==> src/rtl/spiflash_responder.sv <==
// SPI flash responder: oversamples csb/clk/io on the system clock and serves 0x03 reads from a byte-wide memory port.
// Define SPIFLASH_QUAD_EN to add the 0xEB quad I/O read (QADDR/MODE/DUMMY/QDATA).
module spiflash_responder #(
  parameter int unsigned ADDR_W  = 24,
  parameter int unsigned SYNC_FF = 2
) (
  input  logic              clk,
  input  logic              resetn,
  input  logic              spi_csb,
  input  logic              spi_clk,
  input  logic [3:0]        spi_io_di,
  output logic [3:0]        spi_io_do,
  output logic [3:0]        spi_io_oe,
  output logic              mem_valid,
  output logic [ADDR_W-1:0] mem_addr,
  input  logic              mem_ready,
  input  logic [7:0]        mem_rdata,
  output logic              underrun
);

`ifdef SPIFLASH_QUAD_EN
  typedef enum logic [3:0] {IDLE, CMD, ADDR, DATA, IGNORE, QADDR, MODE, DUMMY, QDATA} state_t;
`else
  typedef enum logic [2:0] {IDLE, CMD, ADDR, DATA, IGNORE} state_t;
`endif

  state_t state, state_nx;

  logic [SYNC_FF-1:0][5:0] sync_q;
  logic        csb_s, sclk_s, sclk_d;
  logic [3:0]  io_s;
  logic        rise, fall;
  logic [4:0]  cnt;
  logic [2:0]  ocnt;
  logic [22:0] sreg;
  logic [7:0]  cmd_byte;
  logic [23:0] addr_next;
  logic [7:0]  sh, pbuf, ld_byte;
  logic        pbuf_vld, drv, out_st, load_now;
  logic [3:0]  do_r;
  logic        unused_bits;

  // Element 0 is the newest sample; csb resets high so a reset looks like "deselected".
  always_ff @(posedge clk or negedge resetn) begin
    if (!resetn) begin
      sync_q <= {SYNC_FF{6'b100000}};
      sclk_d <= 1'b0;
    end else begin
      sync_q <= {sync_q[SYNC_FF-2:0], {spi_csb, spi_clk, spi_io_di}};
      sclk_d <= sclk_s;
    end
  end

  assign csb_s  = sync_q[SYNC_FF-1][5];
  assign sclk_s = sync_q[SYNC_FF-1][4];
  assign io_s   = sync_q[SYNC_FF-1][3:0];
  assign rise   = ~csb_s & sclk_s & ~sclk_d;
  assign fall   = ~csb_s & ~sclk_s & sclk_d;

  assign cmd_byte  = {sreg[6:0], io_s[0]};
`ifdef SPIFLASH_QUAD_EN
  assign addr_next = (state == QADDR) ? {sreg[19:0], io_s} : {sreg[22:0], io_s[0]};
  assign out_st    = (state == DATA) || (state == QDATA);
`else
  assign addr_next = {sreg[22:0], io_s[0]};
  assign out_st    = (state == DATA);
`endif
  assign ld_byte     = pbuf_vld ? pbuf : 8'hFF;
  assign load_now    = fall && out_st && (ocnt == '0);
  assign unused_bits = ^{io_s, addr_next};

  always_ff @(posedge clk or negedge resetn) begin
    if (!resetn) state <= IDLE;
    else         state <= state_nx;
  end

  always_comb begin
    state_nx = state;
    if (csb_s) begin
      state_nx = IDLE;
    end else begin
      case (state)
        IDLE: state_nx = CMD;
        CMD: if (rise && cnt == 5'd7) begin
          if (cmd_byte == 8'h03)      state_nx = ADDR;
`ifdef SPIFLASH_QUAD_EN
          else if (cmd_byte == 8'hEB) state_nx = QADDR;
`endif
          else                        state_nx = IGNORE;
        end
        ADDR:  if (rise && cnt == 5'd23) state_nx = DATA;
`ifdef SPIFLASH_QUAD_EN
        QADDR: if (rise && cnt == 5'd5)  state_nx = MODE;
        MODE:  if (rise && cnt == 5'd1)  state_nx = DUMMY;
        DUMMY: if (rise && cnt == 5'd3)  state_nx = QDATA;
`endif
        default: ;
      endcase
    end
  end

  always_comb begin
    spi_io_oe = '0;
    if (drv && state == DATA) spi_io_oe = 4'b0010;
`ifdef SPIFLASH_QUAD_EN
    if (drv && state == QDATA) spi_io_oe = 4'b1111;
`endif
  end

  assign spi_io_do = do_r;

  always_ff @(posedge clk or negedge resetn) begin
    if (!resetn) begin
      cnt       <= '0;
      ocnt      <= '0;
      sreg      <= '0;
      sh        <= '0;
      pbuf      <= '0;
      pbuf_vld  <= 1'b0;
      drv       <= 1'b0;
      do_r      <= '0;
      mem_addr  <= '0;
      mem_valid <= 1'b0;
      underrun  <= 1'b0;
    end else if (csb_s) begin
      // Deselect wins over any same-cycle spi_clk edge and drops the outstanding request.
      cnt       <= '0;
      ocnt      <= '0;
      pbuf_vld  <= 1'b0;
      drv       <= 1'b0;
      do_r      <= '0;
      mem_valid <= 1'b0;
    end else begin
      if (state == IDLE) underrun <= 1'b0;

      if (state_nx != state) cnt <= '0;
      else if (rise)         cnt <= cnt + 5'd1;

      if (rise && (state == CMD || state == ADDR)) sreg <= {sreg[21:0], io_s[0]};
`ifdef SPIFLASH_QUAD_EN
      if (rise && state == QADDR) sreg <= {sreg[18:0], io_s};
`endif

      if (mem_valid && mem_ready) begin
        pbuf      <= mem_rdata;
        pbuf_vld  <= 1'b1;
        mem_valid <= 1'b0;
      end

`ifdef SPIFLASH_QUAD_EN
      if (rise && ((state == ADDR && cnt == 5'd23) || (state == QADDR && cnt == 5'd5))) begin
`else
      if (rise && state == ADDR && cnt == 5'd23) begin
`endif
        mem_addr  <= addr_next[ADDR_W-1:0];
        mem_valid <= 1'b1;
        pbuf_vld  <= 1'b0;
      end

      if (fall && state == DATA) begin
        drv  <= 1'b1;
        ocnt <= ocnt + 3'd1;
        if (ocnt == '0) begin
          do_r <= {2'b00, ld_byte[7], 1'b0};
          sh   <= {ld_byte[6:0], 1'b0};
        end else begin
          do_r <= {2'b00, sh[7], 1'b0};
          sh   <= {sh[6:0], 1'b0};
        end
      end
`ifdef SPIFLASH_QUAD_EN
      if (fall && state == QDATA) begin
        drv  <= 1'b1;
        ocnt <= (ocnt == '0) ? 3'd1 : 3'd0;
        if (ocnt == '0) begin
          do_r <= ld_byte[7:4];
          sh   <= {ld_byte[3:0], 4'h0};
        end else begin
          do_r <= sh[7:4];
          sh   <= {sh[3:0], 4'h0};
        end
      end
`endif

      // On underrun the request stays outstanding at the same address; its data serves the next byte.
      if (load_now) begin
        if (pbuf_vld) begin
          pbuf_vld  <= 1'b0;
          mem_addr  <= mem_addr + ADDR_W'(1);
          mem_valid <= 1'b1;
        end else begin
          underrun <= 1'b1;
        end
      end
    end
  end

endmodule
==> config.mk <==
export PLATFORM = sky130hd
export DESIGN_NAME = spiflash_responder
export DESIGN_NICKNAME = d
export VERILOG_FILES = /design/src/rtl/spiflash_responder.sv
export SDC_FILE = /design/constraint.sdc
export NUM_CORES = 1
export LEC_CHECK = 0
export ABC_AREA = 1
export BUFFER_PORTS_ARGS = -buffer_cell sky130_fd_sc_hd__clkbuf_2
export CORE_AREA = 2 2 91 93
export DETAILED_ROUTE_END_ITERATION = 10
export DIE_AREA = 0 0 93 95
export HOLD_SLACK_MARGIN = 0.02
export PLACE_DENSITY = 0.78
export SYNTH_ARGS = -nofsm -noshare
export SYNTH_HDL_FRONTEND = slang
export SYNTH_SLANG_ARGS = --single-unit
==> constraint.sdc <==
create_clock -name clk -period 2.14 [get_ports clk]
set_clock_uncertainty 0.15 [all_clocks]
set_input_delay 0.321 -clock clk [delete_from_list [all_inputs] [get_ports clk]]
set_output_delay 0.321 -clock clk [all_outputs]
set_load 0.005 [all_outputs]
### Yosys cells after proc, flatten, opt, wreduce, memory -nomap -nowiden

Index checks and enable logic that the tools add are counted.
Widths: inputs -> output; s select.

* output and inout bits: 34
* word-level logic and storage cells: 83
* latch bits: 0
* bits of input ports: 17
* memories kept: 0
* bits in writable memories: 0
* bits in registers: 95
* ROM bits: 0

* add/subtract/negate cells: 3
* mux-type cells: 34
* reduce and logical (&&, ||, !) cells: 17
* shifts and indexed selects: 0
* div/mod/pow operators: 0
* eq/ne operators: 7
* bitwise gates (word level): 7
* $mul: 0
* order comparisons: 0

Operators with widths (number)
* $mux 24: 3
* $add 24x1->24 const B: 1
* $mux 3: 6
* $mux 8: 2
* $mux 1: 15
* $mux 5: 3
* $logic_and 1x1->1: 9
* $pmux 3 s3: 1
* $eq 8x2->1 const B: 1
* $mux 4: 2
* $eq 3x2->1 const B: 2
* $logic_not 3->1: 2
* $reduce_and 2->1: 3
* $add 5x1->5 const B: 1
* $eq 5x3->1 const B: 1
* $eq 5x5->1 const B: 1
* $and 1x1->1: 4
* $mux 2: 2
* $add 3x1->3 const B: 1
* $eq 3x1->1 const B: 1
* $ne 3x3->1: 1
* $not 1->1: 3
* $reduce_bool 3->1: 1
* $reduce_bool 2->1: 1
* $logic_or 1x1->1: 1

### Longest topological paths before layout

* word-level depth: 10
* depth in mapped cells: 13

### Worst setup path after synthesis

OpenSTA, ideal clock, no wires.

* kind: register to register
* from: reg ocnt[0]
* to: reg mem_addr[11]
* setup time: 117 ps
* slack: 378 ps
* clock period less this slack: 1762 ps
* arrival: 1495 ps
* stages on the path, launching flop included: 12
* path through: dfrtp_1 > inv_1 > ha_1 > nand2_1 > inv_1 > nand2_4 > nor2_4 > inv_2 > buf_6 > o21ai_0 > o21ai_1 > inv_1

* word-level cells in the longest chain between the ends: 3

RTL lines
* start, declared: RTL line 34 `logic [2:0] ocnt;`
* start signal, assigned: RTL line 162 `ocnt <= ocnt + 3'd1;`
* $logic_not 3->1: RTL line 69 `assign load_now = fall && out_st && (ocnt == '0);`
* $logic_and 1x1->1: RTL line 69
* $mux 24: RTL line 186 `if (load_now) begin`
* end signal, assigned: RTL line 155 `mem_addr <= addr_next[ADDR_W-1:0];`
* end signal, assigned: RTL line 189 `mem_addr <= mem_addr + ADDR_W'(1);`
* end, declared: RTL line 15 `output logic [ADDR_W-1:0] mem_addr,`

No other way between the ends.
A chain may end at the register's enable or synchronous reset.

### Worst setup path in the final report

* from: reg cnt[1]
* to: reg mem_addr[0]

* word-level cells in the longest chain between the ends: 5

RTL lines
* start, declared: RTL line 33 `logic [4:0] cnt;`
* start signal, assigned: RTL line 137 `else if (rise) cnt <= cnt + 5'd1;`
* $eq 5x5->1 (*): RTL line 153 `if (rise && state == ADDR && cnt == 5'd23) begin`
* $logic_and 1x1->1 (*): RTL line 153
* $mux 24 (*): RTL line 153
* $mux 24: RTL line 187 `if (pbuf_vld) begin`
* $mux 24 (*): RTL line 186

Every way passes the cells marked *; elsewhere a longest branch is shown, timed or not.

==> qor.csv <==
metric;value;unit
vdd_ir_drop_max;0.452;mV
grt_overflow;0;
drt_wl_total;10.4;mm
cap_violations;0;
fin_area;0.00518;mm^2
final_cells;743;
dpl.hpwl;7.41;mm
synthCells;572;
clk_pin_slew;0.09;ns
antenna_cells;0;
cts_tree;yes;
hold_viol;0;
antenna_found_initial;0;
io_buffer_count;41;
post_drt_wl_per_cell;14.0;um
root_buffer;clkbuf_8;
r2r_start;cnt[1];
path_max_fanout;12;
synthArstFlopShare;100;%
setup_tns;0;ns
yosys_warnings;0;
synth_area_per_cell;7.83;um^2
busiest_layer;met2;
vias_per_cell;5.38;
cp-endpoint;mem_addr[0];
p_per_area;689;mW/mm^2
place_congestion;0.957;
holdWs;0.0310;ns
drive_gt1_share;17.7;%
use_met3;4.23;%
fp.dieW;93;um
coreArea;0.00793;mm^2
power.static_leakage;2.65;nW
crit_required;2.24;ns
slew_violations;0;
antenna_left;0;
use_met2;41.5;%
use_met1;32.0;%
regToRegEndpoint;mem_addr[0];
hp-class;in -> reg;
grt_max_degree;48;
cts_buffers;9;
startpoint_type;flop;
numPlacedInstances;716;
r2r_cells;10;
ys_seq_area_share;47.6;%
drc;0;
hold_start;mem_rdata[3];
fmax;0.485;GHz
clk_latency;0.37;ns
startpoint;cnt[1];
synth-seq-cells;85;
nFillCells;674;
reg2reg_slack;0.08;ns
ioPinCount;51;
worstPathArrival;2.16;ns
rows;33;
vias;4000;
status;finished, final reports clean;
fp.dieH;95;um
dieArea;0.00884;mm^2
htreeDepth;3;
nets;654;
final_util;65.4;%
grt_pass1_vias;3766;
cts_sinks;85;
syn_area;0.00448;mm^2
ys.flop_type;dfrtp_1;
ys_types;37;
start_util;56.5;%
rsz0062_at_grt;no;
final-setup-viol-count;0;
critPathCaptureType;flop;
place_area;0.00484;mm^2
critPathKind;reg -> reg;
synth_edf_count;0;
grt_use_total;24.9;%
areaGrowthSynthToFinish;15.8;%
clock_path_buffers;2;
drtIter0Drc;388;
period_share;96.3;%
firstDrtPassIters;7;
period_needed;2.06;ns
grt_pass1_wl;17.1;mm
[layer usage]
metal | part of all wire [%] | vias to the layer above | wire length, um
met1 | 44 | 1890 | 4590
met5 | 0 | - | 0
met4 | 2.3 | 0 | 240
met2 | 48 | 140 | 5000
li1 | - | 1950 | -
met3 | 5.4 | 20 | 558
[final cells by class]
class                   instances  area [um^2]  share of cell area, %
well taps                     105          131                   2.54
clock buffers                  10          138                   2.66
clock inverters                 6         93.8                   1.81
inverters                      75          282                   5.43
multi-input cells             393         1960                   37.7
repair buffers                 69          453                   8.74
flip-flops and latches         85         2130                   41.1
[sequential cells by signal, indices dropped and copies added, names as in the netlist, 3 cells and up]
| name | cells |
|---|---|
| sreg | 23 |
| ocnt | 3 |
| cnt | 5 |
| pbuf | 8 |
| sync_q | 3 |
| state | 3 |
| sh | 7 |
| mem_addr | 24 |
[per-stage QoR]
step / power (mW) / setup slack, ns
floorplan: 2.13 / 0.378
global placement: 2.25 / 0.0447
detailed placement: 2.28 / 0.0173
CTS: 3.59 / 0.0821
global route: 3.74 / 0.000268
finish: 3.57 / 0.0787
[cells by family (layout without fill, tap and decap cells)]
kind of cell / Yosys count / in the layout / share of synthesized area (%)
simple gates: 262 / 262 / 25.1
compound gates: 106 / 106 / 12.9
buf+inv: 99 / 160 / 9.67
flops: 85 / 85 / 47.6
mux: 11 / 11 / 2.77
fa+ha+maj: 4 / 4 / 1.12
xor+xnor: 4 / 4 / 0.783
other cells: 1 / 6 / 0.0838
[where the power goes]
part	total (mW)	switching, mW	internal (mW)	leakage [nW]
Sequential	1.85	0.102	1.75	1.13
Combinational	0.414	0.268	0.146	1.40
Clock	1.31	0.610	0.697	0.113
Total	3.57	0.980	2.59	2.65
[synth_stat cells (all sizes together), types with 2 or more instances]
library cell	count	share of area, %
o211ai	10	1.8
dfrtp	83	46
nor2	53	5.3
xnor2	2	0.39
o21ai	61	6.8
ha	4	1.1
a22o	2	0.39
clkbuf	9	0.75
nand2	153	13
mux2	11	2.8
a21oi	26	2.9
buf	15	2.6
nor3	15	1.7
dfstp	2	1.2
a31oi	6	0.84
nand4	3	0.42
or2	2	0.28
nand3	33	3.9
xor2	2	0.39
inv	75	6.3
[worst min path at each step]
| stage | slack, ns | cells after the start | to |
|---|---|---|---|
| after CTS | 0.02 | 2 | pbuf[3] |
| after detailed placement | 0.08 | 1 | sreg[7] |
| final | 0.03 | 2 | pbuf[3] |
| after global placement | 0.07 | 1 | sreg[7] |
| after floorplan | -0.12 | 0 | addr_next[0] |
| after global routing | 0.03 | 2 | pbuf[3] |
[timing repair]
item	in CTS	in global routing
endpoints found under the setup margin	1	17
hold endpoints to repair	44	0
resized for setup	1	5
pin swaps	0	2
hold buffers	4	0
setup buffers	0	7
[worst max-delay path: stages (launching register included)]
cell and delay, ns:
dfrtp_1 0.38, ha_1 0.18, nand2_1 0.08, inv_1 0.09
nand2_1 0.09, nor2_2 0.13, nand2_4 0.14, buf_4 0.19
o21ai_1 0.16, a21oi_1 0.08, o21ai_0 0.27
[placed cells by master, fill, tap and decap left out, drive strengths merged, types with 2 or more instances in the layout]
cell / synthesis / layout
xor2: 2 / 2
o21ai: 61 / 61
bufinv: 0 / 2
o211ai: 10 / 10
xnor2: 2 / 2
nor3: 15 / 15
mux2: 11 / 11
dfrtp: 83 / 83
nor2: 53 / 53
a21oi: 26 / 26
dfstp: 2 / 2
dlygate4sd3: 0 / 4
inv: 75 / 76
or2: 2 / 2
clkbuf: 9 / 50
clkinv: 0 / 2
a31oi: 6 / 6
nand2: 153 / 153
nand4: 3 / 3
a22o: 2 / 2
buf: 15 / 25
ha: 4 / 4
conb: 1 / 6
nand3: 33 / 33
No activity file was read; power rests on OpenSTA's default activity.
